### src/rtl/mips_dmem_bridge.sv
// Data-memory bridge between a single-cycle MIPS core and a ready/req bus.
// Stalls the core while a bus access is outstanding; flags misalignment and timeouts.
module mips_dmem_bridge #(
  parameter int TIMEOUT_CYCLES = 255,
  parameter int DATA_MEM_WIDTH = 32
) (
  input  logic                      clk,
  input  logic                      rst_n,
  input  logic                      mem_re,
  input  logic                      mem_we,
  input  logic [DATA_MEM_WIDTH-1:0] addr,
  input  logic [DATA_MEM_WIDTH-1:0] wdata,
  output logic [DATA_MEM_WIDTH-1:0] rdata,
  output logic                      stall,
  output logic                      bus_req,
  output logic                      bus_we,
  output logic [DATA_MEM_WIDTH-1:0] bus_addr,
  output logic [DATA_MEM_WIDTH-1:0] bus_wdata,
  input  logic                      bus_ready,
  input  logic [DATA_MEM_WIDTH-1:0] bus_rdata,
  output logic                      err_timeout,
  output logic                      err_misalign,
  output logic [15:0]               access_cnt
);

  typedef enum logic [1:0] {
    IDLE = 2'd0,
    BUSY = 2'd1,
    DONE = 2'd2
  } state_t;

  localparam logic [7:0] TMO_LAST = 8'(TIMEOUT_CYCLES - 1);

  state_t     state_q;
  state_t     state_d;
  logic [7:0] tmo_cnt_q;
  logic       request;
  logic       misalign;
  logic       tmo_hit;

  function automatic logic [15:0] sat_inc16(input logic [15:0] v);
    return (v == 16'hFFFF) ? v : v + 16'd1;
  endfunction

  assign request  = mem_re | mem_we;
  assign misalign = |addr[1:0];
  // A completion on the last permitted cycle takes priority over the timeout.
  assign tmo_hit  = (state_q == BUSY) && !bus_ready && (tmo_cnt_q == TMO_LAST);
  assign stall    = ((state_q == IDLE) && request) || (state_q == BUSY);

  always_comb begin
    state_d = state_q;
    case (state_q)
      IDLE:    if (request) state_d = misalign ? DONE : BUSY;
      BUSY:    if (bus_ready || tmo_hit) state_d = DONE;
      DONE:    state_d = IDLE;
      default: state_d = IDLE;
    endcase
  end

  always_ff @(posedge clk) begin
    if (!rst_n) begin
      state_q      <= IDLE;
      tmo_cnt_q    <= '0;
      bus_req      <= 1'b0;
      bus_we       <= 1'b0;
      bus_addr     <= '0;
      bus_wdata    <= '0;
      rdata        <= '0;
      err_timeout  <= 1'b0;
      err_misalign <= 1'b0;
      access_cnt   <= '0;
    end else begin
      state_q <= state_d;
      case (state_q)
        IDLE: begin
          if (request) begin
            if (misalign) begin
              err_misalign <= 1'b1;
              rdata        <= '0;
            end else begin
              // Store wins when both strobes are high: bus_we follows mem_we alone.
              bus_req   <= 1'b1;
              bus_we    <= mem_we;
              bus_addr  <= addr;
              bus_wdata <= wdata;
              tmo_cnt_q <= '0;
            end
          end
        end
        BUSY: begin
          if (bus_ready) begin
            bus_req    <= 1'b0;
            rdata      <= bus_we ? '0 : bus_rdata;
            access_cnt <= sat_inc16(access_cnt);
          end else if (tmo_hit) begin
            bus_req     <= 1'b0;
            err_timeout <= 1'b1;
            rdata       <= '0;
          end else begin
            tmo_cnt_q <= tmo_cnt_q + 8'd1;
          end
        end
        default: ;
      endcase
    end
  end

endmodule

### config.mk
export PLATFORM = sky130hd
export DESIGN_NAME = mips_dmem_bridge
export DESIGN_NICKNAME = d
export VERILOG_FILES = /design/src/rtl/mips_dmem_bridge.sv
export SDC_FILE = /design/constraint.sdc
export NUM_CORES = 1
export LEC_CHECK = 0
export ABC_AREA = 0
export CAP_MARGIN = 20
export CELL_PAD_IN_SITES_DETAIL_PLACEMENT = 1
export CELL_PAD_IN_SITES_GLOBAL_PLACEMENT = 2
export CORE_UTILIZATION = 33
export DETAILED_ROUTE_END_ITERATION = 10
export DONT_BUFFER_PORTS = 1
export GPL_ROUTABILITY_DRIVEN = 0
export PLACE_DENSITY_LB_ADDON = 0.08
export SLEW_MARGIN = 25
export SYNTH_ARGS = -nofsm -noshare
export SYNTH_HDL_FRONTEND = slang
export SYNTH_SLANG_ARGS = --single-unit
### constraint.sdc
create_clock -name clk -period 2.15 [get_ports clk]
set_input_delay 0.5375 -clock clk [delete_from_list [all_inputs] [get_ports clk]]
set_output_delay 0.5375 -clock clk [all_outputs]
set_load 0.005 [all_outputs]
==> results of run 1 <==
[registers in the layout, summed over array words and instances (netlist names), 2 cells and up]
register    cells
rdata          32
state_q         2
bus_addr       32
access_cnt     16
tmo_cnt_q       8
bus_wdata      32
[kinds of logic (layout without fill, tap and decap cells)]
kind of cell / after synthesis / count (layout) / share of synthesized area, %
buffers and inverters: 44 / 50 / 3.67
muxes: 2 / 2 / 0.442
xor gates and xnor gates: 1 / 1 / 0.182
and+or+nand+nor: 239 / 239 / 22.5
DFF: 126 / 126 / 52.4
adders and majority gates: 3 / 3 / 0.781
AOI/OAI and AO/OA: 178 / 178 / 20.0
[how the worst min path moves through the flow]
stage	slack (ps)	depth (start not counted)	end	startpoint
4_1_cts	240	2	bus_wdata[8]$_SDFFE_PN0P_	wdata[8]
3_5_place_dp	470	2	bus_addr[9]$_SDFFE_PN0P_	bus_addr[9]$_SDFFE_PN0P_
2_1_floorplan	450	2	bus_addr[10]$_SDFFE_PN0P_	bus_addr[10]$_SDFFE_PN0P_
3_3_place_gp	460	2	bus_addr[6]$_SDFFE_PN0P_	bus_addr[6]$_SDFFE_PN0P_
6_report	260	2	bus_addr[15]$_SDFFE_PN0P_	addr[15]
5_1_grt	240	2	bus_wdata[19]$_SDFFE_PN0P_	wdata[19]
[cells in the final DEF (no fill, tap or decap), types with 6 or more instances in the layout]
| master | n |
|---|---|
| dfxtp_1 | 126 |
| or4_1 | 10 |
| o21ai_0 | 41 |
| clkbuf_16 | 17 |
| nand2_1 | 168 |
| nand3_1 | 9 |
| clkinv_2 | 8 |
| buf_4 | 12 |
| a21oi_1 | 115 |
| nor2_1 | 12 |
| o31ai_1 | 9 |
| and3_1 | 7 |
| nand4_1 | 6 |
| or3_1 | 7 |
[synthesized netlist by cell type, types with 2 or more instances]
master,number
nand2_1,168
dfxtp_1,126
a21oi_1,115
o21ai_0,41
clkbuf_1,37
nor2_1,13
or4_1,10
nand3_1,9
o31ai_1,9
and3_1,7
or3_1,7
nand4_1,6
buf_2,3
ha_1,3
nand2b_1,3
nor3_1,3
o2111ai_1,3
a2111o_1,2
inv_1,2
nand3b_1,2
nor4_1,2
o221a_2,2
[layer usage]
| layer | wire length, um | global-route usage, % | share of wire, % | up-vias |
|---|---|---|---|---|
| li1 | - | - | - | 2028 |
| met1 | 5450 | 19.8 | 39 | 2016 |
| met2 | 6860 | 31.5 | 49 | 131 |
| met3 | 1390 | 9.01 | 10 | 18 |
| met4 | 248 | 8.31 | 1.8 | 0 |
| met5 | 0 | 0 | 0 | - |
[power groups by stage]
stage | sequential [mW] | clock, mW | combinational [mW]
after floorplan | 2.49 | 0 | 0.195
after global placement | 2.51 | 0 | 0.254
after detailed placement | 2.51 | 0 | 0.263
after CTS | 2.46 | 2.84 | 0.263
after global routing | 2.47 | 2.95 | 0.294
final | 2.46 | 2.77 | 0.258
[metrics by stage]
stage	setup WS [ps]	total power, mW	std cells	utilization, %	instance area [um2]
2_1_floorplan	284	2.68	593	-	4810
3_3_place_gp	222	2.77	747	35.9	5040
3_5_place_dp	132	2.78	747	35.9	5040
4_1_cts	111	5.57	779	40.0	5620
5_1_grt	81.5	5.71	779	40.1	5630
6_report	206	5.49	779	40.1	5630
[final cells by class]
cell class | instances | area, um2 | area share (%)
clock buffers | 20 | 457 | 8.12
clock inverters | 12 | 119 | 2.11
inverters | 3 | 12.5 | 0.222
multi-input cells | 423 | 2140 | 38.0
flip-flops and latches | 126 | 2520 | 44.8
well taps | 180 | 225 | 4.00
repair buffers | 15 | 150 | 2.67
[worst max-delay path, delay by kind of cell, from the launching register on]
| family | cells | cell delay, ps |
|---|---|---|
| AOI/OAI and AO/OA | 1 | 170 |
| DFF | 1 | 420 |
| and+or+nand+nor | 3 | 1280 |
==> metrics.json, run 1 <==
{
  "area_of_the_core": {"value": 14000, "unit": "um2"},
  "min_path_type": {"value": "in -> reg"},
  "netSwitchingPower": {"value": 1.25, "unit": "mW"},
  "cts_resized": {"value": 0},
  "critical-path-max-stage-delay": {"value": 580, "unit": "ps"},
  "crit_path_top_delay_cell": {"value": "or4_4"},
  "synth.top_cells.by_area": {"value": "dfxtp_1 (52%), nand2_1 (13%), a21oi_1 (12%), o21ai_0 (4.3%), clkbuf_1 (2.9%)"},
  "die_w": {"value": 123, "unit": "um"},
  "antenna_cells_inserted": {"value": 0},
  "clock_tree_from_tritoncts": {"value": "built"},
  "totalNegativeSetupSlack": {"value": 0, "unit": "ps"},
  "swShare": {"value": 22.8, "unit": "%"},
  "report.final.slew_viol_count": {"value": 0},
  "leading_area_contributor_after_synthesis": {"value": "dfxtp_1"},
  "synth-seq-cells": {"value": 126},
  "power_per_cell_area": {"value": 976, "unit": "nW/um2"},
  "die_h": {"value": 123, "unit": "um"},
  "r2r-end": {"value": "access_cnt[15]$_SDFFE_PN0P_"},
  "post_dp_hpwl": {"value": 9580, "unit": "um"},
  "share_clk_of_total_power": {"value": 50.4, "unit": "%"},
  "synth_fp_nets": {"value": 697},
  "cts-root-buf": {"value": "clkbuf_16"},
  "worst_hold_slack": {"value": 261, "unit": "ps"},
  "run_status": {"value": "finished clean"},
  "num-fill-cells": {"value": 1675},
  "area_growth_syn_to_layout": {"value": 17.0, "unit": "%"},
  "crit_path_start": {"value": "state_q[1]$_SDFFE_PN0P_"},
  "hold_viol": {"value": 0},
  "cellLeakagePower": {"value": 1.88, "unit": "nW"},
  "rsz0062_at_grt": {"value": "false"},
  "ys.flop_type": {"value": "dfxtp_1"},
  "fin_crit": {"value": 1940, "unit": "ps"},
  "grt_max_degree": {"value": 63},
  "worst_ep_arrival_time": {"value": 2280, "unit": "ps"},
  "drt_drc_violations_left": {"value": 0},
  "postRouteWirelength": {"value": 14000, "unit": "um"},
  "period_share": {"value": 90.4, "unit": "%"},
  "finalSetupViolCount": {"value": 0},
  "nets": {"value": 690},
  "io_pins": {"value": 218},
  "grt_util_all_layers": {"value": 18.7, "unit": "%"},
  "synth_cells": {"value": 593},
  "htree_num_levels": {"value": 4},
  "worst_ir_drop_vdd": {"value": 0.000502, "unit": "V"},
  "die_area": {"value": 15100, "unit": "um2"},
  "netlist.area_leader.share": {"value": 52.4, "unit": "%"},
  "drive_gt1_share": {"value": 9.68, "unit": "%"},
  "worst-setup-path-type": {"value": "reg -> reg"},
  "worst-r2r-setup-slack": {"value": 210, "unit": "ps"},
  "clock_sink_count": {"value": 126},
  "sequential_area_share_after_synthesis": {"value": 52.4, "unit": "%"},
  "first_pass_grt_wire_length": {"value": 21800, "unit": "um"},
  "critical_path.cell_chain": {"value": "nand3b_4 -> or4_4 -> or4_1 -> a21oi_1"},
  "synthesis.area_per_instance": {"value": 8.11, "unit": "um2"},
  "detail-route-antenna-nets": {"value": 0},
  "clk_pin_slew_worst_paths": {"value": 60, "unit": "ps"},
  "firstDrtPassIters": {"value": 4},
  "internal-power": {"value": 4.24, "unit": "mW"},
  "worst_r2r_path_depth": {"value": 4},
  "post_cts_setup_buffer_count": {"value": 0},
  "fp-row-count": {"value": 43},
  "hold_buffers": {"value": 0},
  "timing.critical_path.required": {"value": 2480, "unit": "ps"},
  "drtIter0Drc": {"value": 197},
  "timing.slew.headroom": {"value": 57.9, "unit": "%"},
  "synth_async_sr_flop_share": {"value": 0, "unit": "%"},
  "worst_setup_path_end_kind": {"value": "flop"},
  "reg2reg_from": {"value": "state_q[1]$_SDFFE_PN0P_"},
  "cts_buffers": {"value": 17},
  "power.share.combinational": {"value": 4.7, "unit": "%"},
  "synth_edf_count": {"value": 0},
  "port_buffers": {"value": 0},
  "initial_antenna_violation_count": {"value": 0},
  "peak_freq": {"value": 514, "unit": "MHz"},
  "worstSetupEndpoint": {"value": "access_cnt[15]$_SDFFE_PN0P_"},
  "vias_per_cell": {"value": 5.38},
  "synth.lib_cells_used.distinct": {"value": 42},
  "clkLatencyLatePin": {"value": 410, "unit": "ps"},
  "grt_remaining_overflow": {"value": 0},
  "number_of_global_route_vias_before_repair": {"value": 4311},
  "yosys_warnings": {"value": 0},
  "setup.worst_path.start_class": {"value": "flop"},
  "largest_fanout_of_any_net_on_the_critical_path": {"value": 11},
  "average_wire_per_cell_in_the_routed_design": {"value": 17.9, "unit": "um"},
  "finalClockSkew": {"value": 6.04, "unit": "ps"},
  "initial_core_util": {"value": 34.3, "unit": "%"},
  "mappedNetlistArea": {"value": 4810, "unit": "um2"},
  "drv_cap": {"value": 0},
  "ctsLongestPathBuffers": {"value": 2},
  "power.sequential.fraction": {"value": 44.9, "unit": "%"},
  "num_vias": {"value": 4193},
  "worst_max_slew_pin_slew": {"value": 625, "unit": "ps"}
}
(Power assumes the default switching activity.)
==> run 2: changes to the inputs <==
Settings changed: ABC_AREA 0 to 1, CTS_CLUSTER_SIZE set to 12.
==> metrics.json, run 2 <==
{
  "die_area": {"value": 15900, "unit": "um2"},
  "worst_max_slew_pin_slew": {"value": 389, "unit": "ps"},
  "cts_buffers": {"value": 17},
  "io_pins": {"value": 218},
  "firstDrtPassIters": {"value": 4},
  "worst-setup-path-type": {"value": "reg -> out"},
  "grt_max_degree": {"value": 64},
  "grt_util_all_layers": {"value": 17.8, "unit": "%"},
  "antenna_cells_inserted": {"value": 0},
  "run_status": {"value": "finished clean"},
  "mappedNetlistArea": {"value": 5070, "unit": "um2"},
  "critical_path.cell_chain": {"value": "inv_2 -> nand2_2 -> o21ai_1 -> buf_4"},
  "num-fill-cells": {"value": 1798},
  "rsz0062_at_grt": {"value": "false"},
  "finalSetupViolCount": {"value": 0},
  "reg_top3": {"value": "bus_addr: 32 flops, bus_wdata: 32 flops, rdata: 32 flops"},
  "internal-power": {"value": 4.29, "unit": "mW"},
  "peak_freq": {"value": 537, "unit": "MHz"},
  "number_of_global_route_vias_before_repair": {"value": 4437},
  "ys.flop_type": {"value": "dfxtp_1"},
  "sequential_area_share_after_synthesis": {"value": 49.8, "unit": "%"},
  "most_common_cell_after_layout_fill_and_taps_aside": {"value": "nand2_1"},
  "clock_tree_from_tritoncts": {"value": "built"},
  "power_per_cell_area": {"value": 969, "unit": "nW/um2"},
  "area_of_the_core": {"value": 14800, "unit": "um2"},
  "worst-path-stages": {"value": 4},
  "power.sequential.fraction": {"value": 44.1, "unit": "%"},
  "hold_buffers": {"value": 0},
  "min_path_type": {"value": "in -> reg"},
  "detail-route-antenna-nets": {"value": 0},
  "synth-seq-cells": {"value": 126},
  "final_core_utilization": {"value": 39.0, "unit": "%"},
  "crit_path_start": {"value": "state_q[1]$_SDFFE_PN0P_"},
  "share_clk_of_total_power": {"value": 50.7, "unit": "%"},
  "clkLatencyLatePin": {"value": 410, "unit": "ps"},
  "clock_sink_count": {"value": 126},
  "vias_per_cell": {"value": 4.99},
  "port_buffers": {"value": 0},
  "synth.top_cells.by_area": {"value": "dfxtp_1 (50%), nand2_1 (19%), a21oi_1 (11%), buf_6 (2.7%), nor2_1 (2.6%)"},
  "htree_num_levels": {"value": 4},
  "synth_fp_nets": {"value": 765},
  "totalNegativeSetupSlack": {"value": 0, "unit": "ps"},
  "worst_r2r_path_depth": {"value": 9},
  "cts_resized": {"value": 0},
  "critPathTopFamily": {"value": "flip-flops"},
  "nets": {"value": 759},
  "crit_path_top_delay_cell": {"value": "dfxtp_1"},
  "drtIter0Drc": {"value": 108},
  "yosys-top-cells-count": {"value": "nand2_1 (251), dfxtp_1 (126), a21oi_1 (108)"},
  "worst-r2r-setup-slack": {"value": 480, "unit": "ps"},
  "worst_ep_arrival_time": {"value": 1320, "unit": "ps"},
  "clk_pin_slew_worst_paths": {"value": 60, "unit": "ps"},
  "netSwitchingPower": {"value": 1.29, "unit": "mW"},
  "yosys_warnings": {"value": 0},
  "synth_edf_count": {"value": 0},
  "setup.worst_path.start_class": {"value": "flop"},
  "multiInputGateArea": {"value": 2210, "unit": "um2"},
  "period_share": {"value": 86.6, "unit": "%"},
  "worst_ir_drop_vdd": {"value": 0.000537, "unit": "V"},
  "worstSetupEndpoint": {"value": "stall"},
  "ctsLongestPathBuffers": {"value": 2},
  "synthesis.area_per_instance": {"value": 7.67, "unit": "um2"},
  "reg2reg_from": {"value": "tmo_cnt_q[0]$_SDFFE_PN0P_"},
  "r2r-end": {"value": "rdata[7]$_SDFFE_PN0P_"},
  "initial_core_util": {"value": 34.3, "unit": "%"},
  "initial_antenna_violation_count": {"value": 0},
  "leading_area_contributor_after_synthesis": {"value": "dfxtp_1"},
  "synth_cells": {"value": 661},
  "area_growth_syn_to_layout": {"value": 13.7, "unit": "%"},
  "synth_async_sr_flop_share": {"value": 0, "unit": "%"},
  "post_dp_hpwl": {"value": 9750, "unit": "um"},
  "die_h": {"value": 126, "unit": "um"},
  "fp-row-count": {"value": 44},
  "cellLeakagePower": {"value": 1.94, "unit": "nW"},
  "swShare": {"value": 23.2, "unit": "%"},
  "cts-root-buf": {"value": "clkbuf_16"},
  "worst-path-buf-inv": {"value": 2},
  "first_pass_grt_wire_length": {"value": 22500, "unit": "um"},
  "layout.cells.most_common_list": {"value": "nand2_1 (251), dfxtp_1 (126), a21oi_1 (108), nor2_1 (35), inv_1 (21)"},
  "report.final.slew_viol_count": {"value": 0},
  "power.share.combinational": {"value": 5.2, "unit": "%"},
  "critical-path-max-stage-delay": {"value": 370, "unit": "ps"},
  "average_wire_per_cell_in_the_routed_design": {"value": 16.2, "unit": "um"},
  "post_cts_setup_buffer_count": {"value": 0},
  "timing.critical_path.required": {"value": 1610, "unit": "ps"},
  "hold_viol": {"value": 0},
  "worst_setup_path_end_kind": {"value": "output pin"},
  "postRouteWirelength": {"value": 13800, "unit": "um"},
  "drt_drc_violations_left": {"value": 0},
  "synth.most_common_cell": {"value": "nand2_1"},
  "drv_cap": {"value": 0},
  "grt_remaining_overflow": {"value": 0},
  "finalClockSkew": {"value": 6.74, "unit": "ps"},
  "largest_fanout_of_any_net_on_the_critical_path": {"value": 6},
  "fin_crit": {"value": 1860, "unit": "ps"},
  "regArea": {"value": 2520, "unit": "um2"},
  "synth.lib_cells_used.distinct": {"value": 34},
  "netlist.area_leader.share": {"value": 49.8, "unit": "%"},
  "die_w": {"value": 126, "unit": "um"},
  "timing.slew.headroom": {"value": 74.0, "unit": "%"},
  "num_vias": {"value": 4250},
  "drive_gt1_share": {"value": 12.0, "unit": "%"}
}
-- run 2: power groups by stage --
stage	Sequential, mW	Clock [mW]	Combinational (mW)
floorplan	2.49	0	0.260
global placement	2.51	0	0.284
detailed placement	2.51	0	0.297
CTS	2.46	2.92	0.297
global route	2.47	3.02	0.330
finish	2.46	2.83	0.287
-- run 2: worst register-to-register path: cells and delay by family (launching register included) --
kind | cells | cell delay [ps]
AOI/OAI and AO/OA | 1 | 80
adders and majority gates | 1 | 160
buffers and inverters | 2 | 170
DFF | 1 | 320
and+or+nand+nor | 5 | 810
-- run 2: final cells by class --
type / count / share of cell area, %
tap: 184 / 4.00
multi-input combinational: 475 / 38.4
inverter: 25 / 1.87
timing repair buffer: 10 / 1.74
clock buffer: 23 / 8.30
clock inverter: 9 / 1.91
sequential: 126 / 43.8
-- run 2: routing by layer --
layer / wire (um) / up-vias / GRT usage, %
li1: - / 2112 / -
met1: 5420 / 1982 / 18.7
met2: 6860 / 137 / 30.9
met3: 1240 / 19 / 7.56
met4: 261 / 0 / 8.22
met5: 0 / - / 0
-- run 2: worst min-delay path by stage --
stage                     cells past startpoint                 startpoint                   endpoint  slack [ps]
final                                         1                      rst_n  err_misalign$_SDFFE_PN0P_         250
after CTS                                     1                      rst_n  err_misalign$_SDFFE_PN0P_         220
after global routing                          1                      rst_n  err_misalign$_SDFFE_PN0P_         240
after floorplan                               2  tmo_cnt_q[5]$_SDFFE_PN0P_  tmo_cnt_q[5]$_SDFFE_PN0P_         440
after detailed placement                      2  tmo_cnt_q[5]$_SDFFE_PN0P_  tmo_cnt_q[5]$_SDFFE_PN0P_         460
after global placement                        2  tmo_cnt_q[5]$_SDFFE_PN0P_  tmo_cnt_q[5]$_SDFFE_PN0P_         450
-- run 2: through the flow --
stage | worst slack, ps | hold WS [ps] | std cells | instance area [um2] | power [mW]
final | 288 | 252 | 852 | 5760 | 5.58
after global routing | 213 | 235 | 852 | 5760 | 5.82
after CTS | 250 | 224 | 852 | 5760 | 5.68
after detailed placement | 323 | 463 | 820 | 5170 | 2.81
after global placement | 364 | 455 | 820 | 5170 | 2.80
after floorplan | 622 | 438 | 661 | 5070 | 2.75
-- run 2: cell families (layout without fill, tap and decap cells) --
group	Yosys count	after routing	synth area share (%)
DFF	126	126	49.8
AOI/OAI and AO/OA	129	129	13.9
buffers and inverters	60	67	6.79
adders and majority gates	3	3	0.741
and+or+nand+nor	339	339	28.1
xor gates and xnor gates	4	4	0.691
